--- config.mk ---
export PLATFORM = sky130hd
export DESIGN_NAME = dot_vec_feeder_flat
export DESIGN_NICKNAME = d
export VERILOG_FILES = /design/src/rtl/dot_vec_feeder_if.sv /design/src/rtl/dot_vec_feeder.sv /design/src/flat_wrapper.sv
export SDC_FILE = /design/constraint.sdc
export NUM_CORES = 1
export LEC_CHECK = 0
export BUFFER_PORTS_ARGS = -buffer_cell sky130_fd_sc_hd__clkbuf_2
export CAP_MARGIN = 20
export CORE_UTILIZATION = 30
export CTS_CLUSTER_SIZE = 12
export DETAILED_ROUTE_END_ITERATION = 8
export PLACE_DENSITY = 0.54
export SLEW_MARGIN = 20
export SYNTH_ARGS = -nofsm -noshare
export SYNTH_HDL_FRONTEND = slang
export SYNTH_SLANG_ARGS = --single-unit
--- constraint.sdc ---
create_clock -name clk -period 4.1 [get_ports clk]
set_clock_uncertainty 0.2 [all_clocks]
set_input_delay 0.205 -clock clk [delete_from_list [all_inputs] [get_ports clk]]
set_output_delay 0.205 -clock clk [all_outputs]
set_load 0.01 [all_outputs]
--- src/rtl/dot_vec_feeder_if.sv ---
// Bundle of the stream input, dot-product lane and result signals around
// dot_vec_feeder. The feeder takes the slave view; the surrounding
// environment (stream source, dot-product unit, consumer) takes the master view.
interface dot_vec_feeder_if #(
  parameter int ELEMS = 8,
  parameter int EW    = 16,
  parameter int RW    = 36
);
  // element pair stream
  logic                  in_valid;
  logic                  in_ready;
  logic [EW-1:0]         in_a;
  logic [EW-1:0]         in_b;
  // dot-product lane
  logic [ELEMS*EW-1:0]   vec_a;
  logic [ELEMS*EW-1:0]   vec_b;
  logic                  dp_clr;
  logic [RW-1:0]         dp_c;
  // result stream
  logic                  res_valid;
  logic                  res_ready;
  logic [RW-1:0]         res_data;
  logic [15:0]           res_count;

  modport slave (
    input  in_valid, in_a, in_b, dp_c, res_ready,
    output in_ready, vec_a, vec_b, dp_clr, res_valid, res_data, res_count
  );

  modport master (
    output in_valid, in_a, in_b, dp_c, res_ready,
    input  in_ready, vec_a, vec_b, dp_clr, res_valid, res_data, res_count
  );
endinterface

--- src/rtl/dot_vec_feeder.sv ---
// Host-side driver for one sequential dot-product lane: packs a serial stream
// of (a_i, b_i) pairs into operand vectors, runs the lane for ELEMS cycles,
// captures its result and hands it out over a valid/ready port.
module dot_vec_feeder #(
  parameter int ELEMS = 8,
  parameter int EW    = 16,
  parameter int RW    = 36
) (
  input logic              clk,
  input logic              rst,
  dot_vec_feeder_if.slave  bus
);

  localparam int IDX_W = (ELEMS > 1) ? $clog2(ELEMS) : 1;
  localparam logic [IDX_W-1:0] LAST_IDX = IDX_W'(ELEMS - 1);

  // The lane's sum must fit the result path, which is passed through untouched.
  generate
    if (RW < 2 * EW + $clog2(ELEMS)) begin : g_bad_rw
      $error("dot_vec_feeder: RW too narrow for ELEMS products of EW bits");
    end
  endgenerate

  typedef enum logic [1:0] {
    ST_LOAD = 2'd0,
    ST_RUN  = 2'd1,
    ST_WAIT = 2'd2,
    ST_OUT  = 2'd3
  } state_t;

  state_t            state_reg, state_next;
  logic [IDX_W-1:0]  idx_reg, idx_next;
  logic [IDX_W-1:0]  run_cnt_reg, run_cnt_next;
  logic              res_valid_reg, res_valid_next;
  logic [RW-1:0]     res_data_reg;
  logic [15:0]       res_count_reg;

  logic              accept;
  logic              capture;
  logic              res_hs;
  logic              in_ready_dec;
  logic              dp_clr_dec;

  // State register and counters; reset discards any partial vector or run.
  always_ff @(posedge clk) begin
    if (!rst) begin
      state_reg     <= ST_LOAD;
      idx_reg       <= '0;
      run_cnt_reg   <= '0;
      res_valid_reg <= 1'b0;
    end else begin
      state_reg     <= state_next;
      idx_reg       <= idx_next;
      run_cnt_reg   <= run_cnt_next;
      res_valid_reg <= res_valid_next;
    end
  end

  // Next-state and decode; in_ready/dp_clr depend on the state only.
  always_comb begin
    state_next     = state_reg;
    idx_next       = idx_reg;
    run_cnt_next   = run_cnt_reg;
    res_valid_next = res_valid_reg;
    in_ready_dec   = 1'b0;
    dp_clr_dec     = 1'b1;
    accept         = 1'b0;
    capture        = 1'b0;
    res_hs         = 1'b0;
    case (state_reg)
      ST_LOAD: begin
        in_ready_dec = 1'b1;
        dp_clr_dec   = 1'b1;
        accept       = bus.in_valid;
        if (accept) begin
          if (idx_reg == LAST_IDX) begin
            idx_next     = '0;
            run_cnt_next = '0;
            state_next   = ST_RUN;
          end else begin
            idx_next = idx_reg + 1'b1;
          end
        end
      end
      ST_RUN: begin
        dp_clr_dec = 1'b0;
        if (run_cnt_reg == LAST_IDX) begin
          run_cnt_next = '0;
          state_next   = ST_WAIT;
        end else begin
          run_cnt_next = run_cnt_reg + 1'b1;
        end
      end
      ST_WAIT: begin
        // lane has finished ELEMS accumulations; its output is final here
        dp_clr_dec     = 1'b0;
        capture        = 1'b1;
        res_valid_next = 1'b1;
        state_next     = ST_OUT;
      end
      ST_OUT: begin
        dp_clr_dec = 1'b1;
        res_hs     = res_valid_reg && bus.res_ready;
        if (res_hs) begin
          res_valid_next = 1'b0;
          state_next     = ST_LOAD;
        end
      end
      default: begin
        state_next     = ST_LOAD;
        idx_next       = '0;
        run_cnt_next   = '0;
        res_valid_next = 1'b0;
      end
    endcase
  end

  // One register pair per element lane; a lane loads when the beat index hits it.
  generate
    for (genvar gi = 0; gi < ELEMS; gi++) begin : g_lane
      logic [EW-1:0] lane_a_reg;
      logic [EW-1:0] lane_b_reg;

      // Capture this lane's element on an accepted beat addressed to it.
      always_ff @(posedge clk) begin
        if (!rst) begin
          lane_a_reg <= '0;
          lane_b_reg <= '0;
        end else if (accept && (idx_reg == IDX_W'(gi))) begin
          lane_a_reg <= bus.in_a;
          lane_b_reg <= bus.in_b;
        end
      end

      assign bus.vec_a[gi*EW +: EW] = lane_a_reg;
      assign bus.vec_b[gi*EW +: EW] = lane_b_reg;
    end
  endgenerate

  // Result capture from the lane and completed-handshake counter.
  always_ff @(posedge clk) begin
    if (!rst) begin
      res_data_reg  <= '0;
      res_count_reg <= '0;
    end else begin
      if (capture) begin
        res_data_reg <= bus.dp_c;
      end
      if (res_hs) begin
        res_count_reg <= res_count_reg + 16'd1;
      end
    end
  end

  assign bus.in_ready  = in_ready_dec;
  assign bus.dp_clr    = dp_clr_dec;
  assign bus.res_valid = res_valid_reg;
  assign bus.res_data  = res_data_reg;
  assign bus.res_count = res_count_reg;

endmodule

--- src/flat_wrapper.sv ---
// flat-port wrapper written by rule: the top's interface ports become plain ports
module dot_vec_feeder_flat 
#(
  parameter int ELEMS = 8,
  parameter int EW    = 16,
  parameter int RW    = 36
)
  (clk, rst, bus_in_valid, bus_in_a, bus_in_b, bus_dp_c, bus_res_ready, bus_in_ready, bus_vec_a, bus_vec_b, bus_dp_clr, bus_res_valid, bus_res_data, bus_res_count);
  dot_vec_feeder_if #(.ELEMS(ELEMS), .EW(EW), .RW(RW)) bus_i ();
  input logic clk;
  input logic rst;
  input wire logic [$bits(bus_i.in_valid)-1:0] bus_in_valid;
  input wire logic [$bits(bus_i.in_a)-1:0] bus_in_a;
  input wire logic [$bits(bus_i.in_b)-1:0] bus_in_b;
  input wire logic [$bits(bus_i.dp_c)-1:0] bus_dp_c;
  input wire logic [$bits(bus_i.res_ready)-1:0] bus_res_ready;
  output wire logic [$bits(bus_i.in_ready)-1:0] bus_in_ready;
  output wire logic [$bits(bus_i.vec_a)-1:0] bus_vec_a;
  output wire logic [$bits(bus_i.vec_b)-1:0] bus_vec_b;
  output wire logic [$bits(bus_i.dp_clr)-1:0] bus_dp_clr;
  output wire logic [$bits(bus_i.res_valid)-1:0] bus_res_valid;
  output wire logic [$bits(bus_i.res_data)-1:0] bus_res_data;
  output wire logic [$bits(bus_i.res_count)-1:0] bus_res_count;
  assign bus_i.in_valid = bus_in_valid;
  assign bus_i.in_a = bus_in_a;
  assign bus_i.in_b = bus_in_b;
  assign bus_i.dp_c = bus_dp_c;
  assign bus_i.res_ready = bus_res_ready;
  assign bus_in_ready = bus_i.in_ready;
  assign bus_vec_a = bus_i.vec_a;
  assign bus_vec_b = bus_i.vec_b;
  assign bus_dp_clr = bus_i.dp_clr;
  assign bus_res_valid = bus_i.res_valid;
  assign bus_res_data = bus_i.res_data;
  assign bus_res_count = bus_i.res_count;
  dot_vec_feeder #(.ELEMS(ELEMS), .EW(EW), .RW(RW)) u_core (.clk(clk), .rst(rst), .bus(bus_i));
endmodule
==> impl_metrics.py <==
metrics = {
    "outcome": {
        "status": "completed",
    },
    "clocking": {
        "clockBufferDepth": 3,
        "postCtsResizedCells": 0,
        "cts_setup_buffers": 0,
        "root_buffer": "clkbuf_16",
        "clkTransAtPathRegs_ns": 0.06,
        "cts_sinks": 317,
        "cts_buffers": 39,
        "htree_levels": 2,
        "clk_latency_ns": 0.55,
        "cts_tree": "built",
    },
    "drt": {
        "dr.pass1.iters": 5,
        "vias": 10700,
        "wl_per_cell_um": 17.7,
        "routed_wirelength_mm": 41.6,
        "drcViolationCount": 0,
        "vias_per_cell": 4.55,
        "drtIter0Drc": 541,
        "ant_nets": 0,
    },
    "placement": {
        "numPortBuffers": 382,
        "place_inst": 2211,
        "dpl.hpwl_mm": 26.5,
        "gp_congestion": 0.748,
    },
    "synth": {
        "synth_edf_count": 0,
        "synth_warnings": 0,
        "postSynthAreaPerCell_um2": 8.65,
        "synth_seq_cells": 317,
        "synth_ff_type": "dfxtp_1",
        "synth.most_common_cell": "nand2_1",
        "yosysTopAreaCell": "dfxtp_1",
        "netlist_instances": 1426,
        "synthArstFlopShare_pct": 0,
        "synth_nets": 1513,
        "netlist-cell-type-count": 37,
        "synth_commonest_cells": "531 x nand2_1, 317 x dfxtp_1, 260 x a21boi_0",
        "netlist.area_leader.share_pct": 51.5,
        "yosysSeqAreaShare_pct": 51.5,
        "synth_area_leaders": "dfxtp_1 51%, nand2_1 16%, a21boi_0 16%",
        "synth_area_mm2": 0.0123,
    },
    "critical_path": {
        "worstPathArrival_ns": 3.00,
        "path_buf_inv": 1,
        "required_ns": 4.34,
        "critPathTopFamily": "simple AND/OR/NAND/NOR gates",
        "ff2ff_path_depth": 6,
        "cp_slowest_stage_delay_ns": 0.75,
        "worstPathCellList": "inv_1 > ha_1 > and2_1 > nand3_2 > nand2_1 > a21boi_0",
        "cp-start-kind": "flip-flop",
        "cp_slowest_cell": "nand3_2",
        "crit_cells": 6,
        "crit_path_max_fanout": 32,
        "endpoint_kind": "flip-flop",
        "critical_path_class": "reg2reg",
    },
    "grt": {
        "grt_overflow": 0,
        "grt_pass1_wl_mm": 62.1,
        "grtUsageTotal_pct": 19.6,
        "grt_pass1_vias": 10400,
        "antenna_found_initial": 0,
        "grt_max_degree": 137,
    },
    "floorplanning": {
        "fp.dieW_um": 205,
        "io_pins": 383,
        "start_util_pct": 30.7,
        "die_y_um": 205,
        "die_area_mm2": 0.0419,
        "coreArea_mm2": 0.0401,
        "rows": 73,
    },
    "timing": {
        "worst_slew_pin_slew_ns": 1.12,
        "final.setup.tns_ns": 0,
        "slew_violations": 0,
        "clock.fmax_mhz": 362,
        "hold_viol": 0,
        "finalSetupViolCount": 0,
        "timing.final.crit_share_pct": 67.3,
        "slew_headroom_pct": 25.3,
        "rsz0062_at_grt": "no",
        "fin_crit_ns": 2.76,
    },
    "power_and_ir_drop": {
        "p_total_mw": 7.74,
        "p_leak_nw": 6.56,
        "irDropWorstVdd_mv": 0.285,
        "power_density_mw_per_mm2": 470,
    },
    "hold_path": {
        "holdPathStages": 2,
        "hold_path.class": "in2reg",
    },
    "layout": {
        "fin_cells": 2351,
        "diodes": 0,
        "finalNetCount": 1884,
        "drive_above_1_share_pct": 25.6,
        "area_growth_pct": 33.5,
    },
    "job": {
        "maxCapViolCount": 0,
    },
}
-- cells by family after synthesis --
group | count (synthesis) | share of synthesized area (%)
and+or+nand+nor | 630 | 21.1
muxes | 42 | 3.41
adders and majority gates | 15 | 1.52
buffers and inverters | 139 | 5.24
AOI/OAI and AO/OA | 276 | 16.7
DFF | 317 | 51.5
xor gates and xnor gates | 7 | 0.497
-- through the flow --
stage	hold WS (ns)	util, %	instance area, um2	worst slack (ns)
global placement	0.248	36.0	14400	1.45
floorplan	0.175	-	12300	2.09
CTS	0.0992	41.1	16500	1.32
finish	0.0987	41.1	16500	1.34
detailed placement	0.256	36.0	14400	1.33
global route	0.150	41.1	16500	1.07
-- path summary, 6_finish.rpt --
kind	from	slack [ns]	endpoint
min	rst	0.1	u_core.g_lane[1].lane_b_reg[7]
max	u_core.state_reg[0]	1.34	u_core.g_lane[4].lane_b_reg[14]
min reg2reg	u_core.g_lane[4].lane_b_reg[8]	0.26	u_core.g_lane[4].lane_b_reg[8]
max reg2reg	u_core.state_reg[0]	1.34	u_core.g_lane[4].lane_b_reg[14]
-- layout make-up --
cell class / instances / area (um2)
clock buffer: 54 / 1110
sequential: 317 / 6350
multi-input combinational: 970 / 5400
fill: 4084 / 23600
clock inverter: 16 / 231
tap: 525 / 657
inverter: 11 / 41.3
timing repair buffer: 458 / 2680
-- power breakdown --
part | internal [mW] | total [mW] | switching (mW)
Clock | 2.22 | 3.61 | 1.39
Combinational | 0.304 | 0.858 | 0.554
Sequential | 3.20 | 3.27 | 0.0718
-- timing repair --
item / CTS / global route
hold endpoints to repair: 299 / 0
setup endpoints to repair: 0 / 0
hold buffers: 70 / 0
-- cells in the final DEF (no fill, tap or decap), types with 2 or more instances in the layout --
cell type        n
nor3_1           5
and2_1           9
inv_6            5
or3_1            3
buf_4            5
nand2b_1         5
and3_2           4
nor3b_1          2
xor2_1           3
dlygate4sd3_1   70
dfxtp_1        317
nand4_1          6
clkinv_2         4
nand3_1          5
ha_1            14
nand3b_1         2
nand3_2          4
clkbuf_16       39
clkbuf_8         9
nor2b_1         42
a21oi_1          3
nor2_4           4
nand2_1        530
clkbuf_2       381
clkinv_4         2
xnor2_1          4
inv_1           11
o211a_1          2
a21boi_1         3
bufinv_16        5
o21ai_0          4
a21boi_0       260
clkbuf_1         7
mux2i_1         42
-- metal layers --
metal	track usage, %	vias up	part of all wire [%]
li1	-	5328	-
met1	24.6	4956	43
met2	31.9	363	46
met3	5.20	56	8.0
met4	6.98	0	2.6
met5	0	-	0
Power figures use the tool's default switching activity.
